**src/rtl/key_pkg.sv**
```systemverilog
// Shared encodings and default timing for the key event decoder.
// Expiry is flagged on the tick that would advance Count_MS to the limit, so intervals are exact.
package key_pkg;

    localparam int MS_W = 11;

    localparam logic [2:0] ST_IDLE  = 3'd0;
    localparam logic [2:0] ST_HOLD  = 3'd1;
    localparam logic [2:0] ST_DHOLD = 3'd2;
    localparam logic [2:0] ST_LONG  = 3'd3;
    localparam logic [2:0] ST_GAP   = 3'd4;

    localparam logic [15:0]     T1MS_50M      = 16'd49_999;
    localparam logic [MS_W-1:0] LONG_MS_DEF   = 11'd1000;
    localparam logic [MS_W-1:0] REPEAT_MS_DEF = 11'd200;
    localparam logic [MS_W-1:0] DBL_MS_DEF    = 11'd300;

    localparam logic [MS_W-1:0] MS_ONE = 11'd1;

    function automatic logic interval_done(input logic            tick,
                                           input logic [MS_W-1:0] count_ms,
                                           input logic [MS_W-1:0] limit);
        return tick && (count_ms == (limit - MS_ONE));
    endfunction

endpackage

```
**src/rtl/ms_tick_gen.sv**
```systemverilog
// 1 ms time base: Count1 prescales CLOCK, Count_MS counts elapsed milliseconds.
// Clear restarts both so every timed interval begins at zero.
module ms_tick_gen
    import key_pkg::*;
#(
    parameter logic [15:0] T1MS = T1MS_50M
)(
    input  logic            CLOCK,
    input  logic            RST_n,
    input  logic            Clear,
    output logic            Tick,
    output logic [MS_W-1:0] Count_MS
);

    logic [15:0] count1;

    assign Tick = (count1 == T1MS);

    always_ff @(posedge CLOCK or negedge RST_n) begin
        if (!RST_n) begin
            count1   <= 16'd0;
            Count_MS <= '0;
        end else if (Clear) begin
            count1   <= 16'd0;
            Count_MS <= '0;
        end else if (Tick) begin
            count1   <= 16'd0;
            Count_MS <= Count_MS + MS_ONE;
        end else begin
            count1   <= count1 + 16'd1;
        end
    end

endmodule

```
**src/rtl/key_event_decoder.sv**
```systemverilog
// Turns the debounced key level into one-cycle press/release/long/repeat/click/double pulses.
// Long_Sig lands exactly LONG_MS*(T1MS+1) clocks after Press_Sig (zero offset).
//   state | meaning
//   IDLE  | key up, no pending click
//   HOLD  | first press held, timing toward long-press
//   GAP   | released after short press, waiting for a second press
//   DHOLD | second press of a double-click held
//   LONG  | long-press active, emitting repeats
module key_event_decoder
    import key_pkg::*;
#(
    parameter logic [15:0]     T1MS      = T1MS_50M,
    parameter logic [MS_W-1:0] LONG_MS   = LONG_MS_DEF,
    parameter logic [MS_W-1:0] REPEAT_MS = REPEAT_MS_DEF,
    parameter logic [MS_W-1:0] DBL_MS    = DBL_MS_DEF
)(
    input  logic CLOCK,
    input  logic RST_n,
    input  logic Key_In,
    output logic Press_Sig,
    output logic Release_Sig,
    output logic Long_Sig,
    output logic Repeat_Sig,
    output logic Click_Sig,
    output logic Double_Sig
);

    logic            F1, F2;
    logic            rise, fall;
    logic [2:0]      state, state_nx;
    logic            clear, tick;
    logic [MS_W-1:0] count_ms;
    logic            long_done, rep_done, dbl_done;
    logic            press_nx, release_nx, long_nx, repeat_nx, click_nx, double_nx;

    ms_tick_gen #(.T1MS(T1MS)) u_ms_tick_gen (
        .CLOCK    (CLOCK),
        .RST_n    (RST_n),
        .Clear    (clear),
        .Tick     (tick),
        .Count_MS (count_ms)
    );

    assign rise      = F1 & ~F2;
    assign fall      = ~F1 & F2;
    assign long_done = interval_done(tick, count_ms, LONG_MS);
    assign rep_done  = interval_done(tick, count_ms, REPEAT_MS);
    assign dbl_done  = interval_done(tick, count_ms, DBL_MS);

    // Edges are tested before expiries so an edge wins a same-cycle tie.
    always_comb begin
        state_nx   = state;
        clear      = 1'b0;
        press_nx   = 1'b0;
        release_nx = 1'b0;
        long_nx    = 1'b0;
        repeat_nx  = 1'b0;
        click_nx   = 1'b0;
        double_nx  = 1'b0;
        case (state)
            ST_IDLE: begin
                clear = 1'b1;
                if (rise) begin
                    state_nx = ST_HOLD;
                    press_nx = 1'b1;
                end
            end
            ST_HOLD: begin
                if (fall) begin
                    state_nx   = ST_GAP;
                    release_nx = 1'b1;
                    clear      = 1'b1;
                end else if (long_done) begin
                    state_nx = ST_LONG;
                    long_nx  = 1'b1;
                    clear    = 1'b1;
                end
            end
            ST_GAP: begin
                if (rise) begin
                    state_nx  = ST_DHOLD;
                    press_nx  = 1'b1;
                    double_nx = 1'b1;
                    clear     = 1'b1;
                end else if (dbl_done) begin
                    state_nx = ST_IDLE;
                    click_nx = 1'b1;
                    clear    = 1'b1;
                end
            end
            ST_DHOLD: begin
                if (fall) begin
                    state_nx   = ST_IDLE;
                    release_nx = 1'b1;
                    clear      = 1'b1;
                end else if (long_done) begin
                    state_nx = ST_LONG;
                    long_nx  = 1'b1;
                    clear    = 1'b1;
                end
            end
            ST_LONG: begin
                if (fall) begin
                    state_nx   = ST_IDLE;
                    release_nx = 1'b1;
                    clear      = 1'b1;
                end else if (rep_done) begin
                    repeat_nx = 1'b1;
                    clear     = 1'b1;
                end
            end
            default: begin
                state_nx = ST_IDLE;
                clear    = 1'b1;
            end
        endcase
    end

    always_ff @(posedge CLOCK or negedge RST_n) begin
        if (!RST_n) begin
            F1          <= 1'b0;
            F2          <= 1'b0;
            state       <= ST_IDLE;
            Press_Sig   <= 1'b0;
            Release_Sig <= 1'b0;
            Long_Sig    <= 1'b0;
            Repeat_Sig  <= 1'b0;
            Click_Sig   <= 1'b0;
            Double_Sig  <= 1'b0;
        end else begin
            F1          <= Key_In;
            F2          <= F1;
            state       <= state_nx;
            Press_Sig   <= press_nx;
            Release_Sig <= release_nx;
            Long_Sig    <= long_nx;
            Repeat_Sig  <= repeat_nx;
            Click_Sig   <= click_nx;
            Double_Sig  <= double_nx;
        end
    end

endmodule

```
**config.mk**
```make
export PLATFORM = sky130hd
export DESIGN_NAME = key_event_decoder
export DESIGN_NICKNAME = d
export VERILOG_FILES = /design/src/rtl/key_pkg.sv /design/src/rtl/ms_tick_gen.sv /design/src/rtl/key_event_decoder.sv
export SDC_FILE = /design/constraint.sdc
export NUM_CORES = 1
export LEC_CHECK = 0
export CAP_MARGIN = 20
export CORE_ASPECT_RATIO = 1.25
export CORE_MARGIN = 5
export CORE_UTILIZATION = 40
export CTS_CLUSTER_DIAMETER = 120
export DETAILED_ROUTE_END_ITERATION = 8
export GPL_TIMING_DRIVEN = 0
export SETUP_SLACK_MARGIN = 0.05
export SYNTH_ARGS = -nofsm -noshare
export SYNTH_HDL_FRONTEND = slang
export SYNTH_HIERARCHICAL = 1
export SYNTH_SLANG_ARGS = --single-unit
```
**constraint.sdc**
```tcl
create_clock -name CLOCK -period 3.3 [get_ports CLOCK]
set_input_delay 0.825 -clock CLOCK [delete_from_list [all_inputs] [get_ports CLOCK]]
set_output_delay 0.825 -clock CLOCK [all_outputs]
set_load 0.01 [all_outputs]
```
==> run_results.csv, run 1 <==
group,metric,value,unit
timing,fin_crit_sh,93.1,%
routing,avgViaCountPerCell,5.20,
synthesis,synthFlopType,"dfrtp_1",
setup_path,critPathKind,"reg2reg",
routing,wl_met3,127,um
routing,vias,1425,
power,ir_drop,0.298,mV
finish,drive_above_1_share,15.0,%
clock_network,clockRootBuffer,"clkbuf_8",
synthesis,netlist_top_cells_count,"38 x dfrtp_1, 30 x nor2_1, 14 x xnor2_1",
placement,hpwlAfterDp,2590,um
timing,slew_violations,0,
setup_path,crit_path_cell_trace,"or4b_1, or4_4, buf_6, inv_2, nand4b_4, nand4b_1, a32oi_4, nand2b_4, buf_4, nor2_1",
timing,worstMarginPinSlew,0.844,ns
synthesis,yosysTopAreaCell,"dfrtp_1",
timing,hold_viol,0,
die,core,4690,um2
die,start_util,40.9,%
clock_network,cts_buffer_depth,2,
finish,final_area,2260,um2
synthesis,synth_edf_count,0,
routing,dr.pass1.iters,4,
timing,rsz0062_at_grt,"false",
routing,highest_layer,"met4",
grt,grt_max_degree,39,
routing,drc,0,
run_status,status,"completed",
timing,min_period,3.07,ns
synthesis,synth_seq_cells,38,
timing,clock_skew,0.00867,ns
setup_path,startpoint_type,"flip-flop",
placement,gp_congestion,0.833,
grt,antenna_found_initial,0,
routing,wl_met2,1880,um
die,die_h,87.5,um
routing,dr.first_iter.drc_count,134,
clock_network,hold_buffers,0,
finish,n_antenna_cell,0,
synthesis,synth.net_count,197,
routing,wirelength_met1,1610,um
clock_network,cts.sinks,38,
setup_path,endpoint_kind,"flip-flop",
synthesis,synth_top_cell_area_share,49.5,%
timing,finalSetupViolations,0,
grt,grt_pass1_vias,1388,
clock_network,clock_latency,0.29,ns
synthesis,synth.area.top_cells,"dfrtp_1 49%, xnor2_1 6.4%, nor2_1 5.9%, nand3_1 2.9%, a21oi_1 2.6%",
power,power_density,494,nW/um2
power,power,1.12,mW
timing,fmax,326,MHz
synthesis,yosysMostFrequentCell,"dfrtp_1",
setup_path,critPathMaxStageDelay,0.59,ns
die,io_pins,9,
run,drv_cap,0,
finish,synthToLayoutAreaGrowth,17.4,%
die,dieArea,6300,um2
clock_network,clk_pin_slew,0.08,ns
routing,wl_per_cell,13.5,um
synthesis,synthArstFlopShare,100,%
grt,grt.total_usage,13.4,%
setup_path,arrival,3.25,ns
placement,port_buffers,8,
clock_network,htree_levels,2,
synthesis,netlist-cell-type-count,38,
synthesis,synth_area,1920,um2
die,die_w,72.0,um
placement,placed_cell_area,2070,um2
synthesis,syn_avg_cell_area,10.0,um2
grt,grt-ovfl-total,0,
hold_path,hp-class,"reg2reg",
clock_network,cts_buffers,5,
power,p_leak,0.921,nW
synthesis,ys_warn_count,6,
die,rows,28,
timing,max_slew_margin,43.7,%
setup_path,critPathSlowestCell,"or4_4",
synthesis,syn_inst,192,
clock_network,cts_tree,"built",
setup_path,path_max_fanout,10,
synthesis,ys_seq_area_share,49.5,%
setup_path,worstPathRequired,3.48,ns
routing,ant_nets,0,
routing,drt_wl_total,3700,um
finish,nNetsFinal,218,
grt,grt_pass1_wl,6570,um
## power by group
group          switching (mW)  internal, mW
Sequential             0.0194         0.490
Combinational           0.114        0.0920
Clock                   0.176         0.225
Total                   0.309         0.807
## state kept, by name (all words and copies together) (netlist names)
register / cells
u_ms_tick_gen/count1: 16
u_ms_tick_gen/Count_MS: 11
state: 3
Click_Sig: 1
Double_Sig: 1
F1: 1
F2: 1
Long_Sig: 1
Press_Sig: 1
Release_Sig: 1
Repeat_Sig: 1
## critical path, delay by kind of cell, from the launching register on
| family | cells | cell delay, ns |
|---|---|---|
| buffers and inverters | 3 | 0.42 |
| and+or+nand+nor | 6 | 1.78 |
| AOI/OAI and AO/OA | 1 | 0.31 |
| DFF | 1 | 0.45 |
## timing repair
action | in CTS | in global routing
resized for setup | 4 | 3
pin swaps | 2 | 0
buffers inserted | 3 | 4
setup endpoints to repair | 24 | 20
## cell usage in the layout (no fill, tap or decap), types with 4 or more instances in the layout
cell	n
dfrtp_1	37
nor2_1	30
xnor2_1	14
nand3_1	11
buf_4	10
nand2_1	10
a21oi_1	10
nor3_1	7
clkdlybuf4s50_1	7
inv_1	6
o21ai_0	6
clkbuf_8	5
nand4_1	5
or4_1	5
nor4_1	4
## path summary, 6_finish.rpt
check                                            endpoint  slack [ns]  cells after the start                    start
worst max-delay path              u_ms_tick_gen/count1[7]        0.23                     10  u_ms_tick_gen/count1[5]
worst min-delay path                                   F2        0.40                      0                       F1
worst max register to register    u_ms_tick_gen/count1[7]        0.23                     10  u_ms_tick_gen/count1[5]
worst min register to register                         F2        0.40                      0                       F1
max in group asynchronous         u_ms_tick_gen/count1[5]        2.09                      1                    RST_n
min in group asynchronous       u_ms_tick_gen/Count_MS[3]        0.63                      1                    RST_n
## cells by family after synthesis
kind of cell             Yosys count  synth area share (%)
AO/OA/AOI/OAI                     23                  7.49
buffers and inverters             13                  3.39
adder cells (fa/ha/maj)            2                  1.30
AND/OR/NAND/NOR                   99                  30.6
flip-flops                        38                  49.5
XOR/XNOR                          17                  7.75
## layer usage
layer	up-vias	GRT usage [%]
li1	723	-
met1	674	15.7
met2	22	22.7
met3	6	3.23
met4	0	6.67
met5	-	0
## metrics by stage
| step | worst slack, ns | utilization (%) | setup TNS (ns) | hold slack, ns | instances |
|---|---|---|---|---|---|
| 4_1_cts | 0.0733 | 47.4 | 0 | 0.398 | 271 |
| 3_3_place_gp | -0.294 | 44.2 | -5.10 | 0.379 | 260 |
| 2_1_floorplan | 0.194 | - | 0 | 0.367 | 192 |
| 5_1_grt | 0.0612 | 48.1 | 0 | 0.408 | 274 |
| 6_report | 0.229 | 48.1 | 0 | 0.404 | 274 |
| 3_5_place_dp | -0.301 | 44.1 | -5.30 | 0.390 | 260 |
## layout make-up
cell class / instances / area, um2
inverters: 7 / 26.3
clock inverters: 3 / 45.0
plain buffers: 5 / 37.5
fillers: 475 / 2440
repair buffers: 15 / 128
well taps: 60 / 75.1
flip-flops and latches: 38 / 952
clock buffers: 5 / 68.8
multi-input cells: 141 / 925
No activity file was read; power rests on OpenSTA's default activity.
==> inputs of run 2 (changes only) <==
PLACE_DENSITY = 0.62   (was not set)
SETUP_SLACK_MARGIN = 0.15   (was 0.05)
clock period = 3.5 ns   (was 3.3 ns; I/O delays follow)
==> run 2 against run 1 <==
Effect of this change:
- clock skew increased by 0.0011 ns
- fmax fell by 3.3%
- largest power group unchanged
- first-iteration DRC count fell by 23%
- critical path type unchanged
- count of clock-buffer cells in the layout unchanged
==> run_results.csv, run 2 (same netlist as run 1, synthesis figures left out) <==
group,metric,value,unit
clock_network,cts.sinks,38,
placement,hpwlAfterDp,2520,um
timing,worstMarginPinSlew,0.846,ns
grt,antenna_found_initial,0,
grt,grt-ovfl-total,0,
timing,rsz0062_at_grt,"false",
setup_path,critPathMaxStageDelay,0.58,ns
setup_path,worstPathRequired,3.68,ns
routing,wirelength_met1,1670,um
setup_path,path_max_fanout,10,
routing,wl_met3,92,um
finish,n_antenna_cell,0,
routing,avgViaCountPerCell,5.08,
power,ir_drop,0.285,mV
die,die_h,87.5,um
finish,top_regs,"u_ms_tick_gen/count1: 16 flops, u_ms_tick_gen/Count_MS: 11 flops, state: 3 flops",
timing,clock_skew,0.00979,ns
grt,grt_pass1_vias,1369,
routing,highest_layer,"met4",
finish,nNetsFinal,215,
run_status,status,"completed",
power,p_leak,0.925,nW
clock_network,htree_levels,2,
timing,fmax,315,MHz
setup_path,cp_top_family,"simple AND/OR/NAND/NOR gates",
grt,grt_max_degree,39,
die,start_util,40.9,%
setup_path,critPathKind,"reg2reg",
timing,min_period,3.17,ns
timing,finalSetupViolations,0,
grt,grt.total_usage,12.8,%
clock_network,cts_tree,"built",
routing,vias,1378,
die,rows,28,
routing,wl_met2,1780,um
clock_network,cts_buffers,5,
routing,drt_wl_total,3600,um
die,io_pins,9,
finish,synthToLayoutAreaGrowth,17.4,%
routing,drc,0,
finish,largest-register,"u_ms_tick_gen/count1",
clock_network,clock_latency,0.29,ns
finish,drive_above_1_share,13.7,%
timing,hold_viol,0,
grt,grt_pass1_wl,6260,um
setup_path,endpoint_kind,"flip-flop",
setup_path,arrival,3.35,ns
routing,wl_per_cell,13.3,um
timing,slew_violations,0,
finish,largest_reg_flops,16,
finish,layout_commonest_cell,"dfrtp_1",
timing,whs,0.407,ns
placement,port_buffers,8,
finish,n_fill_cell,451,
timing,fin_crit_sh,90.7,%
clock_network,hold_buffers,0,
routing,dr.first_iter.drc_count,103,
die,die_w,72.0,um
clock_network,clk_pin_slew,0.08,ns
routing,ant_nets,0,
setup_path,critPathSlowestCell,"or4_4",
timing,fin_ws,0.325,ns
setup_path,crit_buf_inv,3,
finish,layout_common_cells,"37 x dfrtp_1, 30 x nor2_1, 14 x xnor2_1",
placement,gp_congestion,0.805,
clock_network,cts_buffer_depth,2,
run,drv_cap,0,
timing,max_slew_margin,43.6,%
finish,post-route-util,48.1,%
setup_path,startpoint_type,"flip-flop",
power,power_density,495,nW/um2
setup_path,crit_path_cell_trace,"or4b_1, or4_4, buf_6, inv_2, nand4b_4, nand4b_1, a32oi_4, nand2b_4, clkbuf_4, nor2_1",
hold_path,hp-class,"reg2reg",
placement,dpl_worst_slack,-0.0866,ns
routing,dr.pass1.iters,4,
die,core,4690,um2
die,dieArea,6300,um2
clock_network,clockRootBuffer,"clkbuf_8",
[run 2: area by class of cell]
cell class | count | area, um2 | share of cell area, %
buffer | 6 | 42.5 | 1.89
timing repair buffer | 11 | 97.6 | 4.33
inverter | 7 | 26.3 | 1.16
tap | 60 | 75.1 | 3.33
clock buffer | 5 | 68.8 | 3.05
sequential | 38 | 952 | 42.2
multi-input combinational | 141 | 925 | 41.0
clock inverter | 3 | 68.8 | 3.05
[run 2: worst register-to-register path: cells and delay by family (launching register included)]
family                 cells  cell delay [ns]
AO/OA/AOI/OAI              1             0.37
buffers and inverters      3             0.46
flip-flops                 1             0.45
AND/OR/NAND/NOR            6             1.79
[run 2: per-stage QoR]
step / power (mW) / instances / setup TNS, ns / cell area, um2
global route: 1.17 / 271 / 0 / 2260
CTS: 1.11 / 269 / 0 / 2230
global placement: 0.643 / 260 / -1.04 / 2080
floorplan: 0.592 / 192 / 0 / 1920
finish: 1.12 / 271 / 0 / 2260
detailed placement: 0.643 / 260 / -0.963 / 2070
[run 2: path summary, 6_finish.rpt]
kind	startpoint	to	slack (ns)	depth (start not counted)
max	u_ms_tick_gen/count1[5]	u_ms_tick_gen/count1[7]	0.33	10
min	F1	F2	0.41	0
max reg2reg	u_ms_tick_gen/count1[5]	u_ms_tick_gen/count1[7]	0.33	10
min reg2reg	F1	F2	0.41	0
max in group asynchronous	RST_n	u_ms_tick_gen/count1[5]	2.23	1
min in group asynchronous	RST_n	u_ms_tick_gen/Count_MS[3]	0.68	1
[run 2: timing repair]
item,in CTS,in global routing
gates resized for setup,3,4
endpoints found under the setup margin,20,10
pin swaps,2,1
setup buffers,1,2
[run 2: where the power goes]
part | internal (mW) | switching [mW] | leakage [nW]
clock | 0.286 | 0.167 | 0.0683
sequential | 0.462 | 0.0183 | 0.520
combinational | 0.0790 | 0.105 | 0.336
[run 2: per-layer routing]
layer	vias to the layer above	track usage [%]
met5	-	0
met4	0	5.64
met3	6	2.77
met2	12	22.2
met1	642	15.1
li1	718	-
